### config.mk
export PLATFORM = sky130hd
export DESIGN_NAME = deserializer
export DESIGN_NICKNAME = d
export VERILOG_FILES = /design/src/rtl/noc_link_pkg.sv /design/src/rtl/flit_hold_reg.sv /design/src/rtl/deserializer.sv
export SDC_FILE = /design/constraint.sdc
export NUM_CORES = 1
export LEC_CHECK = 0
export BUFFER_PORTS_ARGS = -buffer_cell sky130_fd_sc_hd__buf_2
export CORE_MARGIN = 2
export CORE_UTILIZATION = 51
export CTS_CLUSTER_SIZE = 28
export DETAILED_ROUTE_END_ITERATION = 8
export GPL_TIMING_DRIVEN = 1
export PLACE_DENSITY = 0.82
export SYNTH_ARGS = -nofsm -noshare
export SYNTH_HDL_FRONTEND = slang
export SYNTH_SLANG_ARGS = --single-unit
### constraint.sdc
create_clock -name clk -period 2.4 [get_ports clk]
set_input_delay 0.36 -clock clk [delete_from_list [all_inputs] [get_ports clk]]
set_output_delay 0.36 -clock clk [all_outputs]
set_load 0.02 [all_outputs]
### src/rtl/noc_link_pkg.sv
// rtl/noc_link_pkg.sv - shared serial-link constants and state type
package noc_link_pkg;

  localparam int FLIT_W = 64;
  localparam int NIB_W  = 4;
  localparam int VC_W   = 2;
  localparam int BEATS  = FLIT_W / NIB_W;

  // Receive-side assembly state
  typedef enum logic {
    IDLE = 1'b0,
    RECV = 1'b1
  } state_t;

endpackage

### src/rtl/flit_hold_reg.sv
// rtl/flit_hold_reg.sv - single-entry valid/ready flit holding register
module flit_hold_reg #(
  parameter int FLIT_W = 64,
  parameter int VC_W   = 2
) (
  input  logic              clk,
  input  logic              rst_n,
  input  logic              load_valid,
  input  logic [FLIT_W-1:0] load_data,
  input  logic [VC_W-1:0]   load_vc,
  input  logic              ready,
  output logic [FLIT_W-1:0] data,
  output logic [VC_W-1:0]   vc,
  output logic              valid,
  output logic              overflow
);

  // Load when empty or draining this cycle; otherwise drop the newcomer and flag it
  always_ff @(posedge clk) begin
    if (!rst_n) begin
      data     <= '0;
      vc       <= '0;
      valid    <= 1'b0;
      overflow <= 1'b0;
    end else begin
      overflow <= 1'b0;
      if (load_valid) begin
        if (!valid || ready) begin
          data  <= load_data;
          vc    <= load_vc;
          valid <= 1'b1;
        end else begin
          overflow <= 1'b1;
        end
      end else if (valid && ready) begin
        valid <= 1'b0;
      end
    end
  end

endmodule

### src/rtl/deserializer.sv
// rtl/deserializer.sv - nibble-stream to flit reassembly with error flagging
module deserializer #(
  parameter int FLIT_W = 64,
  parameter int NIB_W  = 4,
  parameter int VC_W   = 2
) (
  input  logic              clk,
  input  logic              rst_n,
  input  logic [NIB_W-1:0]  data_in,
  input  logic              valid_in,
  input  logic [VC_W-1:0]   vc_in,
  output logic [FLIT_W-1:0] flit_out,
  output logic              flit_valid,
  output logic [VC_W-1:0]   flit_vc,
  input  logic              flit_ready,
  output logic              busy,
  output logic              err_gap,
  output logic              err_vc,
  output logic              err_overflow
);
  import noc_link_pkg::*;

  localparam int BEATS = FLIT_W / NIB_W;
  localparam int CNT_W = $clog2(BEATS);
  localparam logic [CNT_W-1:0] LAST_BEAT = CNT_W'(BEATS - 1);

  state_t            state_q, state_d;
  logic [CNT_W-1:0]  count_q, count_d;
  logic [FLIT_W-1:0] asm_q, asm_d;
  logic [VC_W-1:0]   vc_q, vc_d;
  logic              gap_d, vcerr_d, complete;

  // State, beat counter, assembly buffer and registered error pulses
  always_ff @(posedge clk) begin
    if (!rst_n) begin
      state_q <= IDLE;
      count_q <= '0;
      asm_q   <= '0;
      vc_q    <= '0;
      err_gap <= 1'b0;
      err_vc  <= 1'b0;
    end else begin
      state_q <= state_d;
      count_q <= count_d;
      asm_q   <= asm_d;
      vc_q    <= vc_d;
      err_gap <= gap_d;
      err_vc  <= vcerr_d;
    end
  end

  // Next-state: place each beat at its nibble slot, restart on VC change, abort on gap
  always_comb begin
    state_d  = state_q;
    count_d  = count_q;
    asm_d    = asm_q;
    vc_d     = vc_q;
    gap_d    = 1'b0;
    vcerr_d  = 1'b0;
    complete = 1'b0;
    case (state_q)
      IDLE: begin
        if (valid_in) begin
          asm_d[NIB_W-1:0] = data_in;
          vc_d             = vc_in;
          count_d          = CNT_W'(1);
          state_d          = RECV;
        end
      end
      RECV: begin
        if (!valid_in) begin
          gap_d   = 1'b1;
          count_d = '0;
          state_d = IDLE;
        end else if (vc_in != vc_q) begin
          // The offending nibble becomes beat 0 of a fresh flit
          vcerr_d          = 1'b1;
          asm_d[NIB_W-1:0] = data_in;
          vc_d             = vc_in;
          count_d          = CNT_W'(1);
        end else begin
          asm_d[count_q*NIB_W +: NIB_W] = data_in;
          if (count_q == LAST_BEAT) begin
            complete = 1'b1;
            count_d  = '0;
            state_d  = IDLE;
          end else begin
            count_d = count_q + CNT_W'(1);
          end
        end
      end
      default: state_d = IDLE;
    endcase
  end

  assign busy = (state_q == RECV);

  flit_hold_reg #(
    .FLIT_W (FLIT_W),
    .VC_W   (VC_W)
  ) u_hold (
    .clk        (clk),
    .rst_n      (rst_n),
    .load_valid (complete),
    .load_data  (asm_d),
    .load_vc    (vc_q),
    .ready      (flit_ready),
    .data       (flit_out),
    .vc         (flit_vc),
    .valid      (flit_valid),
    .overflow   (err_overflow)
  );

endmodule
==> impl_metrics.env, run 1 <==
export IMPL_core_area_um2=10370
export IMPL_total_power_mw=5.140
export IMPL_worst_slew_pin_slew_ns=0.5273
export IMPL_clock_path_buffers=2
export IMPL_cp_max_fo=6
export IMPL_dp_final_hpwl_um=8150
export IMPL_skew_ns=0.007121
export IMPL_gr_total_overflow=0
export IMPL_fin_crit_sh=0.9780
export IMPL_synth_seq_cells=141
export IMPL_switching_share=0.2226
export IMPL_holdCritPathClass="primary input to register"
export IMPL_wl_per_cell_um=16.19
export IMPL_initial_utilization=0.5280
export IMPL_grt_setup_unrepaired="true"
export IMPL_reg2reg_slack_ns=0.05
export IMPL_syn_avg_cell_area_um2=9.742
export IMPL_syn_nets=575
export IMPL_drv_cap=0
export IMPL_fin_tns_setup_ns=0
export IMPL_antennaDiodeCount=0
export IMPL_async_flop_share=0
export IMPL_die_area_um2=11580
export IMPL_multi_input_area_um2=2462
export IMPL_synth_top_area_frac=0.5155
export IMPL_grt_pass1_vias=4096
export IMPL_port_buffers=80
export IMPL_end_kind="register"
export IMPL_die_w_um=107.6
export IMPL_synth_simple_area_share=0.1696
export IMPL_p_seq_frac=0.459
export IMPL_grt_pass1_wl_um=20160
export IMPL_path_cells="inv_1, ha_4, inv_1, a2111o_1, or4_4, mux2i_2, o21ai_1"
export IMPL_yosysSeqAreaShare=0.5155
export IMPL_worstSetupPathType="register to register"
export IMPL_synth_area_mux_share=0.1136
export IMPL_crit_path_max_incr_delay_ns=0.58
export IMPL_ir_worst_vdd_mv=0.5003
export IMPL_hp_start="vc_in[1]"
export IMPL_synth_top_family_by_area="simple AND/OR/NAND/NOR gates"
export IMPL_whs_ns=0.1569
export IMPL_hold_depth=3
export IMPL_fmax_ghz=0.4260
export IMPL_routed_wl_um=12760
export IMPL_finalNetCount=652
export IMPL_cts_tree="built"
export IMPL_setup_viol=0
export IMPL_ios=81
export IMPL_r2r_end="u_hold.data[42]$_SDFFE_PN0P_"
export IMPL_slew_headroom=0.6485
export IMPL_syn_cell_area_um2=5475
export IMPL_synth_largest_area_cell="dfxtp_1"
export IMPL_slowest_stage="or4_4"
export IMPL_p_clk_frac=0.500
export IMPL_drive_gt1_frac=0.2347
export IMPL_power_density_nw_per_um2=770.3
export IMPL_synth_edf_count=0
export IMPL_yosys_warnings=0
export IMPL_fin_area_um2=6673
export IMPL_r2r_start="count_q[0]$_SDFFE_PN0P_"
export IMPL_hold_viol=0
export IMPL_synthCells=562
export IMPL_grt_max_degree=67
export IMPL_regArea_um2=2825
export IMPL_required_ns=2.80
export IMPL_pre_cts_ws_ns=0.03127
export IMPL_clock_sinks=141
export IMPL_fp_dieH_um=107.6
export IMPL_setup_slack_ns=0.05276
export IMPL_worstPathArrival_ns=2.75
export IMPL_yosysUniqueCellTypes=44
export IMPL_ant_nets=0
export IMPL_slew_viol_final=0
export IMPL_synth_ff_type="dfxtp_1"
export IMPL_worst_r2r_path_depth=7
export IMPL_netlist_top_cells_area="dfxtp_1, mux2i_1, nor2b_1"
export IMPL_num_vias=4339
export IMPL_power_frac_comb=0.041
export IMPL_worstSkewPairLatency_ns=0.53
export IMPL_grt_use_total=0.2240
export IMPL_switchingPower_mw=1.144
export IMPL_gp_congestion=0.9750
export IMPL_row_count=37
export IMPL_drc_errors=0
export IMPL_min_period_ns=2.347
export IMPL_synthAdderAreaFrac=0.006856
export IMPL_synthXorXnorAreaFrac=0.009598
export IMPL_crit_path_frequent_cell="inv_1"
export IMPL_synth_common_cells="dfxtp_1, nor2b_1, o21ai_0"
export IMPL_p_leak_nw=2.866
export IMPL_drtPass1Iterations=5
export IMPL_fillCellCount=844
export IMPL_syn2layout_area_growth_pct=21.87
export IMPL_htreeDepth=4
export IMPL_placed_cell_area_um2=6020
export IMPL_worstHoldEndpoint="vc_q[1]$_SDFFE_PN0P_"
export IMPL_internal_power_mw=3.996
export IMPL_vias_per_cell=5.506
export IMPL_drt_iter0_markers=302
export IMPL_clockRootBuffer="clkbuf_8"
export IMPL_outcome="finished clean"
export IMPL_cp_start_kind="register"
export IMPL_holdBufCountCts=0
export IMPL_yosysMostFrequentCell="dfxtp_1"
export IMPL_synth_compound_area_share=0.1433
export IMPL_antenna_found_initial=0
export IMPL_numCtsBuffers=17
export IMPL_clk_pin_slew_worst_paths_ns=0.06
[how the worst max path moves through the flow]
stage | start | end | slack, ns | depth (start not counted)
6_report | count_q[0]$_SDFFE_PN0P_ | u_hold.data[42]$_SDFFE_PN0P_ | 0.05 | 7
4_1_cts | count_q[0]$_SDFFE_PN0P_ | u_hold.data[42]$_SDFFE_PN0P_ | 0.02 | 7
3_5_place_dp | count_q[0]$_SDFFE_PN0P_ | u_hold.data[61]$_SDFFE_PN0P_ | 0.03 | 6
3_3_place_gp | count_q[0]$_SDFFE_PN0P_ | u_hold.data[60]$_SDFFE_PN0P_ | 0.15 | 6
2_1_floorplan | count_q[0]$_SDFFE_PN0P_ | u_hold.data[40]$_SDFFE_PN0P_ | 0.0004 | 10
5_1_grt | count_q[0]$_SDFFE_PN0P_ | u_hold.data[40]$_SDFFE_PN0P_ | -0.05 | 7
[power groups by stage]
stage | combinational (mW) | clock (mW) | sequential (mW)
after global routing | 0.225 | 2.70 | 2.36
after global placement | 0.192 | 0 | 2.41
final | 0.211 | 2.57 | 2.36
after floorplan | 0.140 | 0 | 2.41
after detailed placement | 0.198 | 0 | 2.41
after CTS | 0.200 | 2.59 | 2.36
[timing repair]
item / in CTS / in global routing
setup endpoints to repair: 2 / 84
resized for setup: 0 / 9
buffers inserted: 1 / 2
pin swaps: 1 / 2
[flip-flops by register name (all words and copies together), names as in the netlist]
register,cells
asm_q,64
err_gap,1
count_q,4
err_vc,1
vc_q,2
u_hold.overflow,1
u_hold.data,64
u_hold.valid,1
busy,1
u_hold.vc,2
[cells by family (layout without fill, tap and decap cells)]
| logic type | after synthesis | after routing |
|---|---|---|
| adder cells (fa/ha/maj) | 3 | 3 |
| AND/OR/NAND/NOR | 150 | 150 |
| multiplexers | 62 | 62 |
| XOR/XNOR | 6 | 6 |
| buffers and inverters | 53 | 143 |
| AO/OA/AOI/OAI | 147 | 147 |
| flip-flops | 141 | 141 |
[per-layer routing]
layer	track usage	wire [µm]	share of wire	vias up
li1	-	-	-	2111
met1	0.2712	5514	0.43	2055
met5	0	0	0	-
met4	0.07692	241	0.019	0
met3	0.06053	682	0.053	30
met2	0.3832	6323	0.50	143
[cell usage in the layout, fill, tap and decap left out, drive strengths merged, types with 4 or more instances in the layout]
cell type and n:
dfxtp 141, buf 105, o21ai 69, nor2b 68, mux2i 61, a21oi 58
clkbuf 20, nand2 15, nand3 13, nor2 12, a31oi 8, nor3 8
inv 8, a21boi 7, nor3b 5, clkinv 5, nand4 4, and2 4
nand4b 4
[final cells by class]
| class | instances | area share |
|---|---|---|
| clock inverters | 12 | 0.02044 |
| clock buffers | 20 | 0.06825 |
| well taps | 136 | 0.02550 |
| multi-input cells | 368 | 0.3690 |
| inverters | 6 | 0.003375 |
| repair buffers | 105 | 0.09001 |
| flip-flops and latches | 141 | 0.4234 |
[critical path: cells and delay by family, from the launching register on]
| kind | cells | cell delay (ns) |
|---|---|---|
| flip-flops | 1 | 0.38 |
| AO/OA/AOI/OAI | 2 | 0.55 |
| adder cells (fa/ha/maj) | 1 | 0.30 |
| AND/OR/NAND/NOR | 1 | 0.58 |
| buffers and inverters | 2 | 0.16 |
| multiplexers | 1 | 0.24 |
[through the flow]
step	utilization	cells
floorplan	-	562
global placement	0.5805	753
detailed placement	0.5805	753
CTS	0.6383	786
global route	0.6435	788
finish	0.6435	788
Power figures use the tool's default switching activity.
==> run 2, diff against run 1 <==
CELL_PAD_IN_SITES_DETAIL_PLACEMENT = 1   (was not set)
CELL_PAD_IN_SITES_GLOBAL_PLACEMENT = 2   (was not set)
CORE_UTILIZATION = 32   (was 51)
==> run 2 against run 1 <==
  * Wire length is 13% higher
  * Via count fell by 0.25%
  * Sequential share of layout area shrank 1.4 points
  * Clock skew is 0.0014 ns lower
  * Power rose by 9.3%
  * Critical endpoint is now asm_q[40]$_SDFF_PN0_
  * Largest cell class unchanged
  * Largest power group unchanged
  * Highest routed layer unchanged
==> impl_metrics.env, run 2 (synthesized netlist as in run 1, its figures left out) <==
export IMPL_drc_errors=0
export IMPL_row_count=47
export IMPL_ios=81
export IMPL_htreeDepth=4
export IMPL_worstSkewPairLatency_ns=0.42
export IMPL_top_usage_layer="met2"
export IMPL_skew_ns=0.005754
export IMPL_fin_crit_sh=0.9407
export IMPL_clock_sinks=141
export IMPL_antenna_found_initial=0
export IMPL_vias_per_cell=4.946
export IMPL_p_leak_nw=2.939
export IMPL_dp_final_hpwl_um=9840
export IMPL_holdBufCountCts=0
export IMPL_initial_utilization=0.3290
export IMPL_setup_viol=0
export IMPL_switchingPower_mw=1.131
export IMPL_slew_viol_final=0
export IMPL_grt_use_total=0.1666
export IMPL_worstSetupPathType="register to register"
export IMPL_final_common_cell="dfxtp_1"
export IMPL_worst_slew_pin_slew_ns=0.5921
export IMPL_holdCritPathClass="primary input to register"
export IMPL_fillCellCount=1879
export IMPL_slowest_stage="or4_4"
export IMPL_ant_nets=0
export IMPL_layout_common_cells="dfxtp_1, buf_2, nor2b_1"
export IMPL_drv_cap=0
export IMPL_drt_iter0_markers=175
export IMPL_num_vias=4328
export IMPL_cp_start_kind="register"
export IMPL_worstPathArrival_ns=2.57
export IMPL_crit_path_max_incr_delay_ns=0.52
export IMPL_outcome="finished clean"
export IMPL_routed_wl_um=14440
export IMPL_power_frac_comb=0.039
export IMPL_cp_max_fo=6
export IMPL_gr_total_overflow=0
export IMPL_hold_viol=0
export IMPL_p_seq_frac=0.420
export IMPL_grt_pass1_vias=4553
export IMPL_grt_setup_unrepaired="false"
export IMPL_met3_usage=0.04467
export IMPL_clk_pin_slew_worst_paths_ns=0.06
export IMPL_switching_share=0.2013
export IMPL_fin_tns_setup_ns=0
export IMPL_met1_usage=0.1950
export IMPL_crit_path_frequent_cell="inv_1"
export IMPL_ir_worst_vdd_mv=0.5499
export IMPL_die_area_um2=18170
export IMPL_numCtsBuffers=17
export IMPL_port_buffers=80
export IMPL_internal_power_mw=4.486
export IMPL_grtUsageMet2=0.2876
export IMPL_grt_max_degree=67
export IMPL_die_w_um=134.8
export IMPL_syn2layout_area_growth_pct=26.03
export IMPL_finalNetCount=655
export IMPL_fmax_ghz=0.4429
export IMPL_grt_pass1_wl_um=23620
export IMPL_dp_cells=840
export IMPL_required_ns=2.71
export IMPL_stdcell_count=875
export IMPL_clock_path_buffers=2
export IMPL_antennaDiodeCount=0
export IMPL_end_kind="register"
export IMPL_path_cells="inv_1, ha_4, inv_1, a2111o_1, or4_4, mux2i_2, nor2b_1"
export IMPL_wl_per_cell_um=16.50
export IMPL_biggestRegsByFlops="asm_q: 64 flops, u_hold.data: 64 flops, count_q: 4 flops"
export IMPL_drive_gt1_frac=0.2382
export IMPL_power_density_nw_per_um2=813.9
export IMPL_drtPass1Iterations=4
export IMPL_min_period_ns=2.258
export IMPL_gp_congestion=0.8993
export IMPL_fp_dieH_um=134.8
export IMPL_p_clk_frac=0.541
export IMPL_core_area_um2=16640
export IMPL_clockRootBuffer="clkbuf_16"
export IMPL_slew_headroom=0.6039
export IMPL_cts_tree="built"
[run 2: path summary, 6_finish.rpt]
check             cells past startpoint  slack [ns]                        end                      start
setup / recovery                      7        0.14       asm_q[40]$_SDFF_PN0_    count_q[0]$_SDFFE_PN0P_
hold / removal                        3        0.27       vc_q[0]$_SDFFE_PN0P_                   vc_in[0]
setup reg to reg                      7        0.14       asm_q[40]$_SDFF_PN0_    count_q[0]$_SDFFE_PN0P_
hold reg to reg                       2        0.46  u_hold.vc[1]$_SDFFE_PN0P_  u_hold.vc[1]$_SDFFE_PN0P_
[run 2: timing repair]
action                     CTS  global route
gates resized for setup      0             8
setup buffers                1             2
pin swaps                    2             1
setup endpoints to repair    5           117
[run 2: layer usage]
layer	vias to the layer above	share of wire	wire length, µm
met3	27	0.033	481
met1	2103	0.44	6407
met5	-	0	0
met4	0	0.021	303
li1	2119	-	-
met2	79	0.50	7247
[run 2: cell type report]
cell class                 count  area (µm²)  area share
tap                          220       275.3     0.03989
multi-input combinational    368        2451      0.3552
clock buffer                  21       480.5     0.06963
clock inverter                11       210.2     0.03046
sequential                   141        2825      0.4094
inverter                       6       22.52    0.003264
timing repair buffer         108       635.6     0.09211
[run 2: critical path: cells and delay by family (launching register included)]
family	cells	cell delay, ns
mux	1	0.24
simple gates	2	0.60
compound gates	1	0.45
flops	1	0.38
fa+ha+maj	1	0.31
buf+inv	2	0.17
[run 2: power by group through the flow]
stage	sequential, mW	clock [mW]	combinational, mW
2_1_floorplan	2.41	0	0.140
3_3_place_gp	2.41	0	0.205
3_5_place_dp	2.41	0	0.212
4_1_cts	2.36	3.10	0.213
5_1_grt	2.36	3.20	0.237
6_report	2.36	3.04	0.218
[run 2: stage by stage]
step           hold WS (ns)  power, mW  worst slack [ns]  area, µm²  utilization
2_1_floorplan        0.4730      2.550         0.0004179       5487            -
3_3_place_gp         0.4567      2.615           0.08731       6160       0.3701
3_5_place_dp         0.4559      2.623          0.001387       6160       0.3701
4_1_cts              0.2578      5.675           0.01056       6858       0.4121
5_1_grt              0.3126      5.794           0.03955       6900       0.4146
6_report             0.2726      5.617            0.1423       6900       0.4146
